**src/rtl/frog_pkg.sv**
```systemverilog
// frog_pkg: shared grid constants, coordinate type, game-state and key-direction enums.
package frog_pkg;

  localparam int GRID_N = 16;

  typedef logic [3:0] coord_t;

  localparam coord_t COORD_MAX = 4'(GRID_N - 1);

  typedef enum logic [1:0] {
    IDLE      = 2'd0,
    PLAY      = 2'd1,
    HIT       = 2'd2,
    GAME_OVER = 2'd3
  } state_t;

  typedef enum logic [1:0] {
    DIR_UP    = 2'd0,
    DIR_DOWN  = 2'd1,
    DIR_LEFT  = 2'd2,
    DIR_RIGHT = 2'd3
  } dir_t;

  function automatic logic [7:0] sat_inc8(input logic [7:0] value);
    if (value == 8'hFF) begin
      return value;
    end else begin
      return value + 8'd1;
    end
  endfunction

endpackage

```
**src/rtl/frog_controller_key_edge.sv**
```systemverilog
// key_edge: rising-edge move request for one key; with KEY_REPEAT_EN defined it also
// issues a repeat request every REPEAT_CYC cycles while the key stays held and enabled.
module key_edge #(
  parameter int REPEAT_CYC = 1000
) (
  input  logic clk,
  input  logic reset_n,
  input  logic key,
  input  logic enable,
  output logic step
);

  logic prev_r;
  logic edge_s;

  assign edge_s = key & ~prev_r;

  // Previous key level, tracked in every game state.
  always_ff @(posedge clk) begin
    if (!reset_n) begin
      prev_r <= 1'b0;
    end else begin
      prev_r <= key;
    end
  end

`ifdef KEY_REPEAT_EN
  localparam int CW = (REPEAT_CYC > 1) ? $clog2(REPEAT_CYC) : 1;
  localparam logic [CW-1:0] REPEAT_LAST = CW'(REPEAT_CYC - 1);
  localparam logic [CW-1:0] CNT_ONE     = CW'(1);

  logic [CW-1:0] cnt_r;
  logic          rep_s;

  assign rep_s = enable & key & ~edge_s & (cnt_r == REPEAT_LAST);
  assign step  = edge_s | rep_s;

  // Hold counter restarts on every issued move, on release and outside PLAY.
  always_ff @(posedge clk) begin
    if (!reset_n) begin
      cnt_r <= {CW{1'b0}};
    end else if (!enable || !key || edge_s || rep_s) begin
      cnt_r <= {CW{1'b0}};
    end else begin
      cnt_r <= cnt_r + CNT_ONE;
    end
  end
`else
  logic unused_s;

  assign step     = edge_s;
  assign unused_s = enable ^ (REPEAT_CYC == 0);
`endif

endmodule

```
**src/rtl/frog_controller.sv**
```systemverilog
// frog_controller: frog position, lives, score and IDLE/PLAY/HIT/GAME_OVER control.
// Optional build macro: KEY_REPEAT_EN (held-key auto-repeat inside key_edge).
module frog_controller
  import frog_pkg::*;
#(
  parameter coord_t     START_ROW   = 4'd15,
  parameter coord_t     START_COL   = 4'd7,
  parameter logic [2:0] LIVES       = 3'd3,
  parameter int         RESPAWN_CYC = 25,
  parameter int         REPEAT_CYC  = 1000
) (
  input  logic       clk,
  input  logic       reset_n,
  input  logic       start,
  input  logic       key_up,
  input  logic       key_down,
  input  logic       key_left,
  input  logic       key_right,
  input  logic       crash_in,
  output logic [3:0] frog_row,
  output logic [3:0] frog_col,
  output logic [2:0] lives,
  output logic [7:0] score,
  output logic       game_over,
  output logic       respawning
);

  localparam int TW = (RESPAWN_CYC > 1) ? $clog2(RESPAWN_CYC) : 1;
  localparam logic [TW-1:0] TIMER_LOAD = TW'(RESPAWN_CYC - 1);
  localparam logic [TW-1:0] TIMER_ONE  = TW'(1);

  state_t        state_r;
  state_t        state_next_s;
  coord_t        row_r;
  coord_t        row_next_s;
  coord_t        col_r;
  coord_t        col_next_s;
  logic [2:0]    lives_r;
  logic [2:0]    lives_next_s;
  logic [7:0]    score_r;
  logic [7:0]    score_next_s;
  logic [TW-1:0] timer_r;
  logic [TW-1:0] timer_next_s;
  logic          game_over_r;
  logic          respawning_r;
  logic          play_s;
  logic [3:0]    key_s;
  logic [3:0]    step_s;

  assign play_s = (state_r == PLAY);
  assign key_s  = {key_right, key_left, key_down, key_up};

  for (genvar k = 0; k < 4; k++) begin : g_key
    key_edge #(
      .REPEAT_CYC(REPEAT_CYC)
    ) u_key_edge (
      .clk    (clk),
      .reset_n(reset_n),
      .key    (key_s[k]),
      .enable (play_s),
      .step   (step_s[k])
    );
  end

  // State register.
  always_ff @(posedge clk) begin
    if (!reset_n) begin
      state_r <= IDLE;
    end else begin
      state_r <= state_next_s;
    end
  end

  // Next-state logic; the last life lost goes straight to GAME_OVER.
  always_comb begin
    state_next_s = state_r;
    case (state_r)
      IDLE: begin
        if (start) state_next_s = PLAY;
        else       state_next_s = IDLE;
      end
      PLAY: begin
        if (crash_in) begin
          if (lives_r <= 3'd1) state_next_s = GAME_OVER;
          else                 state_next_s = HIT;
        end else begin
          state_next_s = PLAY;
        end
      end
      HIT: begin
        if (timer_r == {TW{1'b0}}) state_next_s = PLAY;
        else                       state_next_s = HIT;
      end
      GAME_OVER: begin
        if (start) state_next_s = PLAY;
        else       state_next_s = GAME_OVER;
      end
      default: state_next_s = IDLE;
    endcase
  end

  // Position, lives, score and respawn timer; a crash overrides any move that cycle.
  always_comb begin
    row_next_s   = row_r;
    col_next_s   = col_r;
    lives_next_s = lives_r;
    score_next_s = score_r;
    timer_next_s = timer_r;
    case (state_r)
      IDLE, GAME_OVER: begin
        row_next_s = START_ROW;
        col_next_s = START_COL;
        if (start) begin
          lives_next_s = LIVES;
          score_next_s = 8'd0;
        end else begin
          lives_next_s = lives_r;
          score_next_s = score_r;
        end
      end
      PLAY: begin
        if (crash_in) begin
          lives_next_s = lives_r - 3'd1;
          row_next_s   = START_ROW;
          col_next_s   = START_COL;
          timer_next_s = TIMER_LOAD;
        end else if (step_s[DIR_UP]) begin
          if (row_r == 4'd1) begin
            row_next_s   = START_ROW;
            col_next_s   = START_COL;
            score_next_s = sat_inc8(score_r);
          end else if (row_r != 4'd0) begin
            row_next_s = row_r - 4'd1;
          end else begin
            row_next_s = row_r;
          end
        end else if (step_s[DIR_DOWN]) begin
          if (row_r != COORD_MAX) row_next_s = row_r + 4'd1;
          else                    row_next_s = row_r;
        end else if (step_s[DIR_LEFT]) begin
          if (col_r != 4'd0) col_next_s = col_r - 4'd1;
          else               col_next_s = col_r;
        end else if (step_s[DIR_RIGHT]) begin
          if (col_r != COORD_MAX) col_next_s = col_r + 4'd1;
          else                    col_next_s = col_r;
        end else begin
          row_next_s = row_r;
          col_next_s = col_r;
        end
      end
      HIT: begin
        if (timer_r != {TW{1'b0}}) timer_next_s = timer_r - TIMER_ONE;
        else                       timer_next_s = timer_r;
      end
      default: begin
        row_next_s = START_ROW;
        col_next_s = START_COL;
      end
    endcase
  end

  // Datapath and status-flag registers.
  always_ff @(posedge clk) begin
    if (!reset_n) begin
      row_r        <= START_ROW;
      col_r        <= START_COL;
      lives_r      <= LIVES;
      score_r      <= 8'd0;
      timer_r      <= {TW{1'b0}};
      game_over_r  <= 1'b0;
      respawning_r <= 1'b0;
    end else begin
      row_r        <= row_next_s;
      col_r        <= col_next_s;
      lives_r      <= lives_next_s;
      score_r      <= score_next_s;
      timer_r      <= timer_next_s;
      game_over_r  <= (state_next_s == GAME_OVER);
      respawning_r <= (state_next_s == HIT);
    end
  end

  assign frog_row   = row_r;
  assign frog_col   = col_r;
  assign lives      = lives_r;
  assign score      = score_r;
  assign game_over  = game_over_r;
  assign respawning = respawning_r;

endmodule

```
**config.mk**
```make
export PLATFORM = sky130hd
export DESIGN_NAME = frog_controller
export DESIGN_NICKNAME = d
export VERILOG_FILES = /design/src/rtl/frog_pkg.sv /design/src/rtl/frog_controller_key_edge.sv /design/src/rtl/frog_controller.sv
export SDC_FILE = /design/constraint.sdc
export NUM_CORES = 1
export LEC_CHECK = 0
export ABC_CLOCK_PERIOD_IN_PS = 2600
export BUFFER_PORTS_ARGS = -buffer_cell sky130_fd_sc_hd__buf_2
export CORE_UTILIZATION = 56
export DETAILED_ROUTE_END_ITERATION = 7
export PLACE_DENSITY = 0.79
export SKIP_CTS_REPAIR_TIMING = 1
export SLEW_MARGIN = 25
export SYNTH_ARGS = -nofsm -noshare
export SYNTH_HDL_FRONTEND = slang
export SYNTH_SLANG_ARGS = --single-unit
```
**constraint.sdc**
```tcl
create_clock -name clk -period 2.6 [get_ports clk]
set_input_delay 0.13 -clock clk [delete_from_list [all_inputs] [get_ports clk]]
set_output_delay 0.13 -clock clk [all_outputs]
set_load 0.005 [all_outputs]
```
Yosys cells after proc, flatten, opt, wreduce, memory -nomap -nowiden. Index checks and enable logic that the tools add are counted.

Bits in registers: 32. Bits in latches: 0. Bits in writable memories: 0. Bits in read-only memories: 0. Bits of input ports: 8. Output and inout port bits: 21. Logic and storage cells: 99. Memories: 0.

Add/subtract/negate cells: 7. Multipliers: 0. Div/mod/pow operators: 0. Order comparisons: 1. Equality and inequality tests: 24. Shift operators: 0. Mux-type cells: 34. Bitwise gates (word level): 8. Reduce and logical (&&, ||, !) cells: 13.

Operators by type and width (number): 4-bit 2-to-1 mux (14); 8-bit 2-to-1 mux (5); 4-bit != test, second input constant (5); 4-bit one-hot mux with 2 select lines (2); 8-bit one-hot mux with 2 select lines (1); 2-bit != test, second input constant (7); 6-bit AND reduction (2); 5-bit 2-to-1 mux (2); 5-bit != test, second input constant (2); 5-bit one-hot mux with 2 select lines (1); 4-bit by 1-bit adder with 4-bit output, second input constant (2); 8-bit by 1-bit adder with 8-bit output, second input constant (1); 2-bit equality test, second input constant (4); 8-bit equality test, second input constant (1); 2-bit one-hot mux with 4 select lines (1); 4-bit nonzero test (2); 4-bit by 1-bit subtractor with 4-bit output, second input constant (2); 2-bit 2-to-1 mux (3); 3-bit 2-to-1 mux (2); 3-bit one-hot mux with 2 select lines (1); 3-bit AND reduction (2); 5-bit logical NOT (1); 5-bit by 3-bit != test with 1-bit output, second input constant (1); 5-bit by 4-bit != test with 1-bit output, second input constant (1); 14 further kinds (22).

Depth between registers and ports, before layout. Gate-level depths: netlist of run 1.

Depth in word-level cells: 8. Mapped depth: 8. Gate-level depth less buffers: 7.

Hierarchy. From an unflattened synthesis of run 1, not the netlist that was laid out.

Cell total of the unflattened synthesis: 252. Area total of the unflattened synthesis: 2103.3 um^2.

Modules (own cells, without submodules): frog_controller (instances 1, cells each 240, area each 1943.1 um^2); key_edge (instances 4, cells each 3, area each 40.0 um^2).

Least setup slack after synthesis of run 1. No wires, ideal clock.

Path type: reg-to-reg. Start: reg row_r[0], in the netlist frog_row[0]. End: reg score_r[0], in the netlist score[0]. Arrival time: 1.908 ns. Required time: 2.483 ns. Path slack: 0.575 ns. Stages on the path, launching flop included: 7. Period minus slack after synthesis: 2.025 ns. Cells stage by stage: dfxtp_1 ha_1 or3b_4 o31a_4 nor3_1 mux2i_1 nor2_1.

Word-level cells in the longest chain between the ends: 3.

RTL lines: start: declaration (line frog_controller.sv:34) `coord_t row_r;`; start signal: assignment (line frog_controller.sv:173) `row_r <= row_next_s;`; 4-bit by 1-bit equality test with 1-bit output (line frog_controller.sv:128) `if (row_r == 4'd1) begin`; 2-bit != test (no line); 6-bit AND reduction (no line); end signal: assignment (line frog_controller.sv:176) `score_r <= score_next_s;`; end: declaration (line frog_controller.sv:40) `logic [7:0] score_r;`.

Every way passes these cells. A chain may end at the register's enable or synchronous reset.

Worst setup path after layout of run 1.
Start: reg row_r[1], in the netlist frog_row[1]. End: reg score_r[0], in the netlist score[0].

Same word-level chain as after synthesis.

==> metrics, run 1 <==
slowest stage delay, CP=0.41 ns; min cycle time layout=2.22 ns; Routed met1 length=1930 um; Post-DP HPWL=2770 um; Crit path required time=2.84 ns; clk slew on worst S/H paths=0.11 ns; fin util=68.3%; antenna violations before repair=0; total global-route track usage=24.6%; TritonCTS clock tree=yes; Worst-Margin Slew=0.647 ns; Slew Limit Fails=0; ys async rst share=0%; syn_area_per_cell=8.31 um2; port bufs=28; gr ovfl total=0; synthesis-to-layout area growth=14.4%; Clock Sinks=32; Synth Cell Area=1850 um2; post-route ant nets=0; DR iter-0 viols=128; Final #Nets=275; Combinational Power Share=17.0%; top-level I/O count=29; Hold Fails Final Rpt=0; DRT Pass-1 Iters=4; H-tree levels=2; Mapped Cells=223; Hold Path Class=primary input to register; Top FF cell, synth=dfxtp_1; Mapped Nets=244; Post-synth EDFFs=0; std cell rows=20; Setup TNS=0 ns; Hold Crit Start=key_right; sequential group share of total power=47.9%; Clock Power Share=35.1%; vias per std cell=5.62; Core Region=3100 um2; pwr dens=520 nW/um2; worst vdd ir=0.000413 V; starting density of the core=59.7%; Max-slew headroom=56.7%; Seq/Total Area, Yosys=34.6%; cts bufs inserted=5; clk buf depth=2; switching share of power=28.3%; crit path buf inv count=1; largest net degree at the start of global routing=20; crit path max fanout=8; CTS Root Cell=clkbuf_4; top sig layer=met4; Placer Congestion=0.840; outcome=finished, final reports clean; Startpoint Class=register; Worst Setup Path Type=register to register; Critical R2R Launch=frog_row[1]$_SDFFE_PN1P_; switching power total=312 uW; Fmax=450 MHz; die height=59.5 um; RSZ-0062 raised after global routing=no; Crit path max-delay family=simple AND/OR/NAND/NOR gates; fin cells=299; Critical Path Start=frog_row[1]$_SDFFE_PN1P_; Post-Route WL=3960 um; first-pass GRT wire length=6590 um; # setup viols final=0; slowest CP cell=or3b_4; Synthesis Warnings=0; Antenna Cells=0; wire per inst=13.2 um; Tcrit/Tclk final=85.5%; overall die width=59.5 um; WL met3=197 um; Power Internal=790 uW; Pleak=0.913 nW; total die area=3540 um2; Setup Skew=0.0121 ns; Yosys reg bits=32; vias in the first global route=1543; Worst-Skew Late Latency=0.35 ns; # DRC=0; Setup crit end kind=register; Max Cap Violations=0; via count=1680; Fillers=292; placed instance count=290; share of layout cells above drive strength 1=17.3%; crit-path cells=inv_1 > ha_1 > or3b_4 > o31a_4 > nor3_1 > mux2i_1 > nor2_1; metal2 WL=1780 um; WP data arrival=2.47 ns; Unique masters post-synth=46
==> worst paths after layout <==
kind	end	slack, ns	cells past startpoint
max	score[0]$_SDFFE_PN0P_	0.38	7
min	g_key[3].u_key_edge.prev_r$_SDFF_PN0_	0.003	2
max reg2reg	score[0]$_SDFFE_PN0P_	0.38	7
min reg2reg	score[1]$_SDFFE_PN0P_	0.50	2
==> state kept, by name (all words and copies together) (netlist names) <==
name / count
frog_col: 4
frog_row: 4
g_key.u_key_edge.prev_r: 4
game_over: 1
lives: 3
respawning: 1
score: 8
state_r: 2
timer_r: 5
==> metal layers <==
| metal | up-vias | track usage [%] |
|---|---|---|
| li1 | 862 | - |
| met1 | 764 | 31.1 |
| met2 | 48 | 41.1 |
| met3 | 6 | 6.55 |
| met4 | 0 | 6.98 |
| met5 | - | 0 |
==> cells in the mapped netlist (2+ instances only) <==
cell	number	area (um2)
dfxtp_1	32	641
nor2_1	24	90.1
inv_1	15	56.3
nand2_1	14	52.6
ha_1	13	163
a21oi_1	11	55.1
nor4_1	10	62.6
o21ai_0	10	50.1
nand3_1	8	40.0
nand2b_1	7	43.8
xnor2_1	7	61.3
clkbuf_1	6	22.5
mux2i_1	6	60.1
and2_1	5	31.3
and3_1	5	31.3
nand4_1	5	31.3
nor3_1	4	20.0
a311o_1	3	30.0
buf_4	3	22.5
nor2b_1	3	18.8
o21a_1	3	22.5
nor3b_1	2	15.0
nor4_2	2	25.0
o21ai_1	2	10.0
o21bai_1	2	15.0
==> power by group through the flow <==
stage               Combinational [mW]  Sequential, mW  Clock [mW]
floorplan                        0.138           0.534           0
global placement                 0.182           0.537           0
detailed placement               0.185           0.538           0
CTS                              0.186           0.527       0.395
global route                     0.209           0.531       0.410
finish                           0.188           0.528       0.386
==> layout make-up <==
cell class	count	area (um2)	share of cell area, %
multi-input cells	166	1110	52.2
flip-flops and latches	32	641	30.2
repair buffers	33	180	8.50
inverters	16	60.1	2.83
well taps	44	55.1	2.60
clock buffers	6	41.3	1.95
clock inverters	2	35.0	1.65
==> stage by stage <==
| stage | power (mW) | area, um2 | setup WS [ns] | hold WS (ns) |
|---|---|---|---|---|
| after floorplan | 0.673 | 1850 | 0.575 | 0.252 |
| after global placement | 0.719 | 2030 | 0.490 | 0.346 |
| after detailed placement | 0.723 | 2030 | 0.399 | 0.356 |
| after CTS | 1.11 | 2110 | 0.379 | -0.0177 |
| after global routing | 1.15 | 2120 | 0.282 | 0.00415 |
| final | 1.10 | 2120 | 0.376 | 0.00284 |
==> layout by cell type, fill, tap and decap left out, types with 4 or more instances in the layout <==
master,instances
xnor2_1,7
a21oi_1,11
and3_1,5
clkbuf_4,5
and2_1,5
nand4_1,5
buf_4,4
nor2_1,24
nand2b_1,7
o21ai_0,10
nand2_1,14
dfxtp_1,32
nor4_1,10
nand3_1,8
inv_1,15
ha_1,13
nor3_1,4
mux2i_1,6
buf_2,28
==> logic make-up (layout without fill, tap and decap cells) <==
kind of cell,Yosys count,count (layout),synth area share [%]
buffers and inverters,25,57,5.67
XOR/XNOR,8,8,3.78
AND/OR/NAND/NOR,93,93,26.9
multiplexers,6,6,3.24
AO/OA/AOI/OAI,46,46,17.0
flip-flops,32,32,34.6
adder cells (fa/ha/maj),13,13,8.78
==> worst register-to-register path, delay by kind of cell, from the launching register on <==
family                   cells  cell delay, ns
AO/OA/AOI/OAI                1            0.33
buffers and inverters        1            0.15
multiplexers                 1            0.23
AND/OR/NAND/NOR              3            0.80
adder cells (fa/ha/maj)      1            0.24
flip-flops                   1            0.38
Power figures use the tool's default switching activity.
==> run 2, diff against run 1 <==
ABC_CLOCK_PERIOD_IN_PS = default   (was 2600)
CORE_UTILIZATION = 57   (was 56)
SYNTH_HIERARCHICAL = 1   (was default)
==> metrics, run 2 <==
crit path buf inv count=0; Post-Route WL=4540 um; post-route ant nets=0; Synthesis Warnings=6; synthesis-to-layout area growth=12.8%; Slew Limit Fails=0; Setup crit end kind=register; pwr dens=488 nW/um2; WP data arrival=2.22 ns; Crit path max-delay family=simple AND/OR/NAND/NOR gates; Max Cap Violations=0; total die area=3940 um2; ys async rst share=0%; starting density of the core=61.1%; die height=62.7 um; Crit path required time=2.77 ns; crit path max fanout=9; share of the synthesized area in the top cell type=30.5%; slowest CP cell=dfxtp_1; # DRC=0; Placer Congestion=0.831; port bufs=28; area post-placement=2260 um2; cell area after layout=2370 um2; placed instance count=318; Post-synth EDFFs=0; Area contributors post-synth=dfxtp_1 (30%), ha_1 (8.3%), nor2_1 (4.5%); Levels on crit path=6; RSZ-0062 raised after global routing=no; Clock Sinks=32; Seq/Total Area, Yosys=30.5%; Yosys reg bits=32; cell taking the most area after synthesis=dfxtp_1; Critical Path Start=frog_row[0]$_SDFFE_PN1P_; Tcrit/Tclk final=79.0%; Pwr Total=1.16 mW; total global-route track usage=24.5%; Antenna Cells=0; hold path depth=2; largest net degree at the start of global routing=26; Top FF cell, synth=dfxtp_1; Hold Path Class=primary input to register; flop2flop setup slack=0.54 ns; first-pass GRT wire length=7570 um; H-tree levels=2; clk slew on worst S/H paths=0.07 ns; top-level I/O count=29; gr ovfl total=0; Max-slew headroom=64.6%; CTS Root Cell=clkbuf_8; Post-DP HPWL=3260 um; crit path to=frog_row[0]$_SDFFE_PN1P_; DRT Pass-1 Iters=5; std cell rows=21; Fmax=487 MHz; cell with the most instances after synthesis=dfxtp_1; Setup TNS=0 ns; slowest stage delay, CP=0.49 ns; Unique masters post-synth=65; cts bufs inserted=5; Synth Cell Area=2100 um2; Mapped Cells=252; Worst Setup Path Type=register to register; Mapped Nets=275; Pleak=1.06 nW; Startpoint Class=register; fin cells=326; via count=1897; RR Endpoint=frog_row[0]$_SDFFE_PN1P_; clk buf depth=2; DR iter-0 viols=148; outcome=finished, final reports clean; most common cell after layout, fill and taps aside=dfxtp_1; Setup Skew=0.0134 ns; Hold Fails Final Rpt=0; most frequent cells in the layout=dfxtp_1 (32), buf_2 (28), nor2_1 (25); # setup viols final=0; vias per std cell=5.82; wire per inst=13.9 um; min cycle time layout=2.06 ns; Fillers=298; antenna violations before repair=0; vias in the first global route=1594; Worst-Skew Late Latency=0.30 ns; share of layout cells above drive strength 1=20.0%; Final #Nets=302; crit-path cells=ha_1 > nor3b_4 > nor2_2 > a311oi_4 > and4_1 > o21ai_1; worst vdd ir=0.000553 V; Critical R2R Launch=frog_row[0]$_SDFFE_PN1P_; max reg flops=8; top cells by count, synth=dfxtp_1 (32), nor2_1 (25), nand2_1 (21), a21oi_1 (17), inv_1 (17); overall die width=62.7 um; syn_area_per_cell=8.35 um2; r2r worst-path depth=6; TritonCTS clock tree=yes; Core Region=3440 um2; Worst-Margin Slew=0.531 ns
[run 2: cell count changes after synthesis, moves of 3 or more]
cell | previous run | this run
nor4_1 | 10 | 3
nor2b_4 | 0 | 4
xnor2_1 | 7 | 2
nand2_1 | 14 | 21
o21ai_1 | 2 | 10
a21oi_1 | 11 | 17
and2_1 | 5 | 8
nand2b_1 | 7 | 3
o21ai_0 | 10 | 6
[run 2: per-layer routing]
layer	up-vias	global-route usage (%)	share of wire (%)
li1	959	-	-
met1	880	33.8	49
met2	48	35.1	44
met3	10	5.29	4.3
met4	0	13.4	2.3
met5	-	0	0
[run 2: how the worst min path moves through the flow]
stage,startpoint,end,slack (ns)
after global placement,key_up,g_key[0].u_key_edge/prev_r$_SDFF_PN0_,0.35
final,key_right,g_key[3].u_key_edge/prev_r$_SDFF_PN0_,0.06
after global routing,key_left,g_key[2].u_key_edge/prev_r$_SDFF_PN0_,0.06
after detailed placement,key_left,g_key[2].u_key_edge/prev_r$_SDFF_PN0_,0.35
after CTS,key_up,g_key[0].u_key_edge/prev_r$_SDFF_PN0_,0.05
after floorplan,key_up,g_key[0].u_key_edge/prev_r$_SDFF_PN0_,0.25
[run 2: through the flow]
stage / utilization (%) / worst slack, ns / hold slack (ns)
2_1_floorplan: - / 0.777 / 0.252
3_3_place_gp: 65.7 / 0.606 / 0.347
3_5_place_dp: 65.7 / 0.556 / 0.353
4_1_cts: 69.0 / 0.540 / 0.0519
5_1_grt: 69.0 / 0.325 / 0.0643
6_report: 69.0 / 0.545 / 0.0562
[run 2: area by class of cell]
class                   count  area (um2)  share of cell area (%)
repair buffers             31         163                    6.85
flip-flops and latches     32         641                    27.0
inverters                  17        63.8                    2.69
clock buffers               5        68.8                    2.90
multi-input cells         192        1340                    56.4
clock inverters             3        42.5                    1.79
well taps                  46        57.6                    2.42
[run 2: worst register-to-register path, stage by stage (launching register included)]
cell and delay [ns]:
dfxtp_1 0.49, ha_1 0.24, nor3b_4 0.31, nor2_2 0.12, a311oi_4 0.44, and4_1 0.25
o21ai_1 0.07
[run 2: where the power goes]
part	total [mW]	leakage, nW	switching [mW]	internal (mW)
combinational	0.156	0.747	0.0893	0.0664
clock	0.482	0.0541	0.199	0.283
sequential	0.519	0.260	0.0163	0.503
[run 2: kinds of logic after synthesis]
kind of cell	after synthesis	share of synthesized area [%]
buffers and inverters	28	5.95
xor gates and xnor gates	3	1.25
and+or+nand+nor	105	29.4
DFF	32	30.5
muxes	5	2.44
adders and majority gates	15	9.28
AOI/OAI and AO/OA	64	21.2
